### src/rtl/cmp_serial_izq_der.sv
// ============================================================================
// Module      : cmp_serial_izq_der
// Description : Bit-serial MSB-first magnitude comparator (lt/eq/gt + N flag).
//               Optional macro CMP_LE_SEL_EN adds input n so that N = lt | (n & eq).
// Revision    : 1.0 - initial release
// ============================================================================
`default_nettype none

module cmp_serial_izq_der #(
    parameter int WIDTH = 8
) (
    input  logic clk,
    input  logic rst_n,
    input  logic start,
    input  logic bit_valid,
    input  logic a_bit,
    input  logic b_bit,
`ifdef CMP_LE_SEL_EN
    input  logic n,
`endif
    output logic bit_ready,
    output logic busy,
    output logic done,
    output logic lt,
    output logic eq,
    output logic gt,
    output logic N
);

    localparam int              c_CW   = $clog2(WIDTH);
    localparam logic [c_CW-1:0] c_LAST = c_CW'(WIDTH - 1);

    typedef enum logic [1:0] {
        S_IDLE    = 2'd0,
        S_SCAN    = 2'd1,
        S_DECIDED = 2'd2,
        S_DONE    = 2'd3
    } state_t;

    state_t            r_state;
    state_t            w_nextState;
    logic [c_CW-1:0]   r_cnt;
    logic [c_CW-1:0]   w_cntNext;
    logic              r_ltFlag, r_eqFlag, r_gtFlag;
    logic              w_ltNext, w_eqNext, w_gtNext;
    logic              w_beat;
    logic              w_scanNext;
    logic              w_leSel;

    // bit_ready is high exactly in SCAN/DECIDED, so it qualifies the handshake
    assign w_beat = bit_valid & bit_ready;

    always_comb begin
        w_nextState = r_state;
        w_cntNext   = r_cnt;
        w_ltNext    = r_ltFlag;
        w_eqNext    = r_eqFlag;
        w_gtNext    = r_gtFlag;
        case (r_state)
            S_IDLE: begin
                if (start) begin
                    w_nextState = S_SCAN;
                    w_cntNext   = '0;
                    w_ltNext    = 1'b0;
                    w_eqNext    = 1'b1;
                    w_gtNext    = 1'b0;
                end
            end
            S_SCAN: begin
                if (w_beat) begin
                    w_cntNext = r_cnt + 1'b1;
                    if (a_bit != b_bit) begin
                        w_ltNext    = ~a_bit & b_bit;
                        w_gtNext    = a_bit & ~b_bit;
                        w_eqNext    = 1'b0;
                        w_nextState = S_DECIDED;
                    end
                    // last beat wins even if it was also the deciding one
                    if (r_cnt == c_LAST) begin
                        w_nextState = S_DONE;
                    end
                end
            end
            S_DECIDED: begin
                if (w_beat) begin
                    w_cntNext = r_cnt + 1'b1;
                    if (r_cnt == c_LAST) begin
                        w_nextState = S_DONE;
                    end
                end
            end
            S_DONE: begin
                if (start) begin
                    w_nextState = S_SCAN;
                    w_cntNext   = '0;
                    w_ltNext    = 1'b0;
                    w_eqNext    = 1'b1;
                    w_gtNext    = 1'b0;
                end else begin
                    w_nextState = S_IDLE;
                end
            end
            default: w_nextState = S_IDLE;
        endcase
    end

    assign w_scanNext = (w_nextState == S_SCAN) || (w_nextState == S_DECIDED);

`ifdef CMP_LE_SEL_EN
    logic r_leSel;

    always_ff @(posedge clk or negedge rst_n) begin
        if (!rst_n) begin
            r_leSel <= 1'b0;
        end else if (start && ((r_state == S_IDLE) || (r_state == S_DONE))) begin
            r_leSel <= n;
        end
    end

    assign w_leSel = r_leSel;
`else
    assign w_leSel = 1'b0;
`endif

    always_ff @(posedge clk or negedge rst_n) begin
        if (!rst_n) begin
            r_state   <= S_IDLE;
            r_cnt     <= '0;
            r_ltFlag  <= 1'b0;
            r_eqFlag  <= 1'b1;
            r_gtFlag  <= 1'b0;
            bit_ready <= 1'b0;
            busy      <= 1'b0;
            done      <= 1'b0;
            lt        <= 1'b0;
            eq        <= 1'b1;
            gt        <= 1'b0;
            N         <= 1'b0;
        end else begin
            r_state   <= w_nextState;
            r_cnt     <= w_cntNext;
            r_ltFlag  <= w_ltNext;
            r_eqFlag  <= w_eqNext;
            r_gtFlag  <= w_gtNext;
            bit_ready <= w_scanNext;
            busy      <= w_scanNext;
            done      <= (w_nextState == S_DONE);
            // visible results change only on entry to DONE
            if (w_nextState == S_DONE) begin
                lt <= w_ltNext;
                eq <= w_eqNext;
                gt <= w_gtNext;
                N  <= w_ltNext | (w_leSel & w_eqNext);
            end
        end
    end

endmodule

`default_nettype wire

### config.mk
export PLATFORM = sky130hd
export DESIGN_NAME = cmp_serial_izq_der
export DESIGN_NICKNAME = d
export VERILOG_FILES = /design/src/rtl/cmp_serial_izq_der.sv
export SDC_FILE = /design/constraint.sdc
export NUM_CORES = 1
export LEC_CHECK = 0
export CAP_MARGIN = 20
export CORE_MARGIN = 2
export CORE_UTILIZATION = 28
export CTS_CLUSTER_SIZE = 16
export DETAILED_ROUTE_END_ITERATION = 12
export SYNTH_ARGS = -nofsm -noshare
export SYNTH_HDL_FRONTEND = slang
export SYNTH_SLANG_ARGS = --single-unit
### constraint.sdc
create_clock -name clk -period 2.6 [get_ports clk]
set_clock_uncertainty 0.05 [all_clocks]
set_input_delay 0.26 -clock clk [delete_from_list [all_inputs] [get_ports clk]]
set_output_delay 0.26 -clock clk [all_outputs]
set_load 0.05 [all_outputs]
==> flow_summary.ini <==
[cts]
cts_hold_buf = 0
clockBufferDepth = 2
clkSinkCount = 13
cts_tree = built
clk_pin_slew_ns = 0.08
cts_resized = 0
numCtsBuffers = 3
clock_latency_ns = 0.27
post_cts_buffers = 0
h-tree-depth = 1
cts_root_buf = clkbuf_4

[global_route]
antenna_found_initial = 0
grt_pass1_wl_um = 2480
track_usage_pct = 10.3
grt_overflow = 0
grt_pass1_vias = 532
grt_max_degree = 14

[synthesis]
synth_area_per_cell_um2 = 10.3
syn_nets = 89
synth_cells = 74
synth_cell_types = 31
ys.warnings.count = 0
synth_edf_count = 0
synth_area_um2 = 763
synth-seq-area-share_pct = 43.0
ys_async_sr_fraction_pct = 100
synth_ff_type = dfrtp_1
ys_seq_elements = 13

[sta]
drv_slew = 0
finalHoldViolCount = 0
rsz0062_at_grt = false
relSlewSlack_pct = 59.3
setup-violations-final = 0
period_share_pct = 88.8
fmax_ghz = 0.433
worst_slew_pin_slew_ns = 0.608
setup_tns_ns = 0
post-route-min-period_ns = 2.31

[pwr]
leakage_nw = 0.427
vdd_drop_max_mv = 0.525
power_density_nw_per_um2 = 1300
power_mw = 1.18

[critical_path]
startpoint = r_state[0]
path_class = reg2reg
cp.required_ns = 2.71
start_kind = flop
cpMaxStageDelayCell = dfrtp_1
cp-end-kind = flop
timing.rr.start = r_state[0]
cp_max_fo = 11
crit_chain = inv_1 > ha_1 > nor3_1 > a211o_1 > a22oi_2 > ha_1 > mux2_2
cp_common_cell = ha_1
path_buf_inv = 1
path_delay_family = adder cells
max_stage_delay_ns = 0.45
arrival_ns = 2.42

[layout]
register_area_um2 = 328
multi_input_area_um2 = 382
area_delta_synth_final_pct = 19.5
drive_gt1_share_pct = 10.6
top_register = r_cnt
largest_reg_flops = 3
layout.nets = 101
diodes = 0
fill_cells = 275
largestRegisters = r_cnt x3, r_state x2

[placement]
routabilityCongestion = 0.882
placement.io_buffers = 12
dp_hpwl_um = 1120

[route]
detail_route.wl_per_cell_um = 13.0
post_drt_via_cell_ratio = 5.03
drtIter0Drc = 10
drtPass1Iterations = 4
dr_total_vias = 579
ant_nets = 0
drc = 0
wl_um = 1500

[run]
cap_violations = 0

[floorplanning]
start_util_pct = 30.3
dieHeight_um = 56.2
coreArea_um2 = 2520
die_x_um = 56.2
fp-row-count = 18
die-area_um2 = 3160
ios = 13

[run_status]
status = finished clean

[hold_path]
hold_class = in2async
cell usage after synthesis, types with 2 or more instances:
cell type	n	area (um^2)
inv_1	5	18.8
dfstp_2	2	52.6
buf_4	2	15.0
a31oi_1	4	25.0
nand3b_1	2	15.0
a32o_1	2	20.0
nand2_1	3	11.3
dfrtp_1	11	275
o21ai_0	4	20.0
ha_1	9	113
nand3_1	3	15.0
o311a_1	2	20.0
nor2_1	7	26.3
cells in the final DEF (no fill, tap or decap):
master,n
nand3b_1,2
nor2b_1,1
and2_1,1
a32o_1,2
nand2b_1,1
a211o_1,1
inv_1,5
ha_1,9
clkbuf_1,1
dfstp_2,2
and2_4,1
a21oi_1,1
mux2_2,1
a31oi_1,4
nand4_1,1
a211o_2,1
a22oi_2,1
o22ai_1,1
nor2_1,7
xnor2_1,1
nand3_1,3
nand2_1,3
o21ai_0,4
clkdlybuf4s50_1,12
clkbuf_4,3
nor3_1,1
dfrtp_1,11
a22oi_1,1
o21bai_1,1
o311a_1,2
cell type report:
type | count | area share, %
Tap cell | 30 | 4.12
Clock buffer | 4 | 2.88
Sequential cell | 13 | 35.9
Inverter | 5 | 2.06
Multi-Input combinational cell | 51 | 41.8
Timing Repair Buffer | 12 | 13.2
metrics by stage:
step,setup WS (ns),cell area [um^2],hold slack (ns),std cells,util [%]
finish,0.292,912,0.313,115,36.2
global route,0.181,912,0.337,115,36.2
CTS,0.312,912,0.325,115,36.2
detailed placement,0.127,886,0.436,111,35.1
global placement,0.161,886,0.431,111,35.1
floorplan,0.510,763,-0.0856,74,-
worst register-to-register path, cell delays in order, from the launching register on:
cell,delay (ns)
dfrtp_1,0.45
inv_1,0.10
ha_1,0.38
nor3_1,0.08
a211o_1,0.33
a22oi_2,0.18
ha_1,0.27
mux2_2,0.35
logic make-up (layout without fill, tap and decap cells):
kind of cell,after synthesis,count (layout),synth area share [%]
AND/OR/NAND/NOR,21,21,13.9
AO/OA/AOI/OAI,19,19,18.7
flip-flops,13,13,43.0
buffers and inverters,10,21,7.05
adder cells (fa/ha/maj),9,9,14.8
XOR/XNOR,1,1,1.15
multiplexers,1,1,1.48
power by group:
group | total, mW | internal, mW | switching, mW
Combinational | 0.705 | 0.268 | 0.437
Clock | 0.123 | 0.0594 | 0.0640
Sequential | 0.356 | 0.295 | 0.0607
final timing paths:
path / to / slack [ns] / depth (start not counted)
min in group clk: r_cnt[1] / 0.46 / 1
hold / removal: r_cnt[2] / 0.31 / 1
hold reg to reg: r_cnt[1] / 0.46 / 1
setup reg to reg: N / 0.29 / 7
max in group asynchronous: N / 1.79 / 1
setup / recovery: N / 0.29 / 7
routing by layer:
| metal | global-route usage, % | part of all wire (%) | wire length [um] |
|---|---|---|---|
| met3 | 2.09 | 2.7 | 41 |
| met1 | 14.1 | 51 | 759 |
| met4 | 5.10 | 0.94 | 14 |
| met2 | 15.1 | 45 | 681 |
| met5 | 0 | 0 | 0 |
Power figures use the tool's default switching activity.
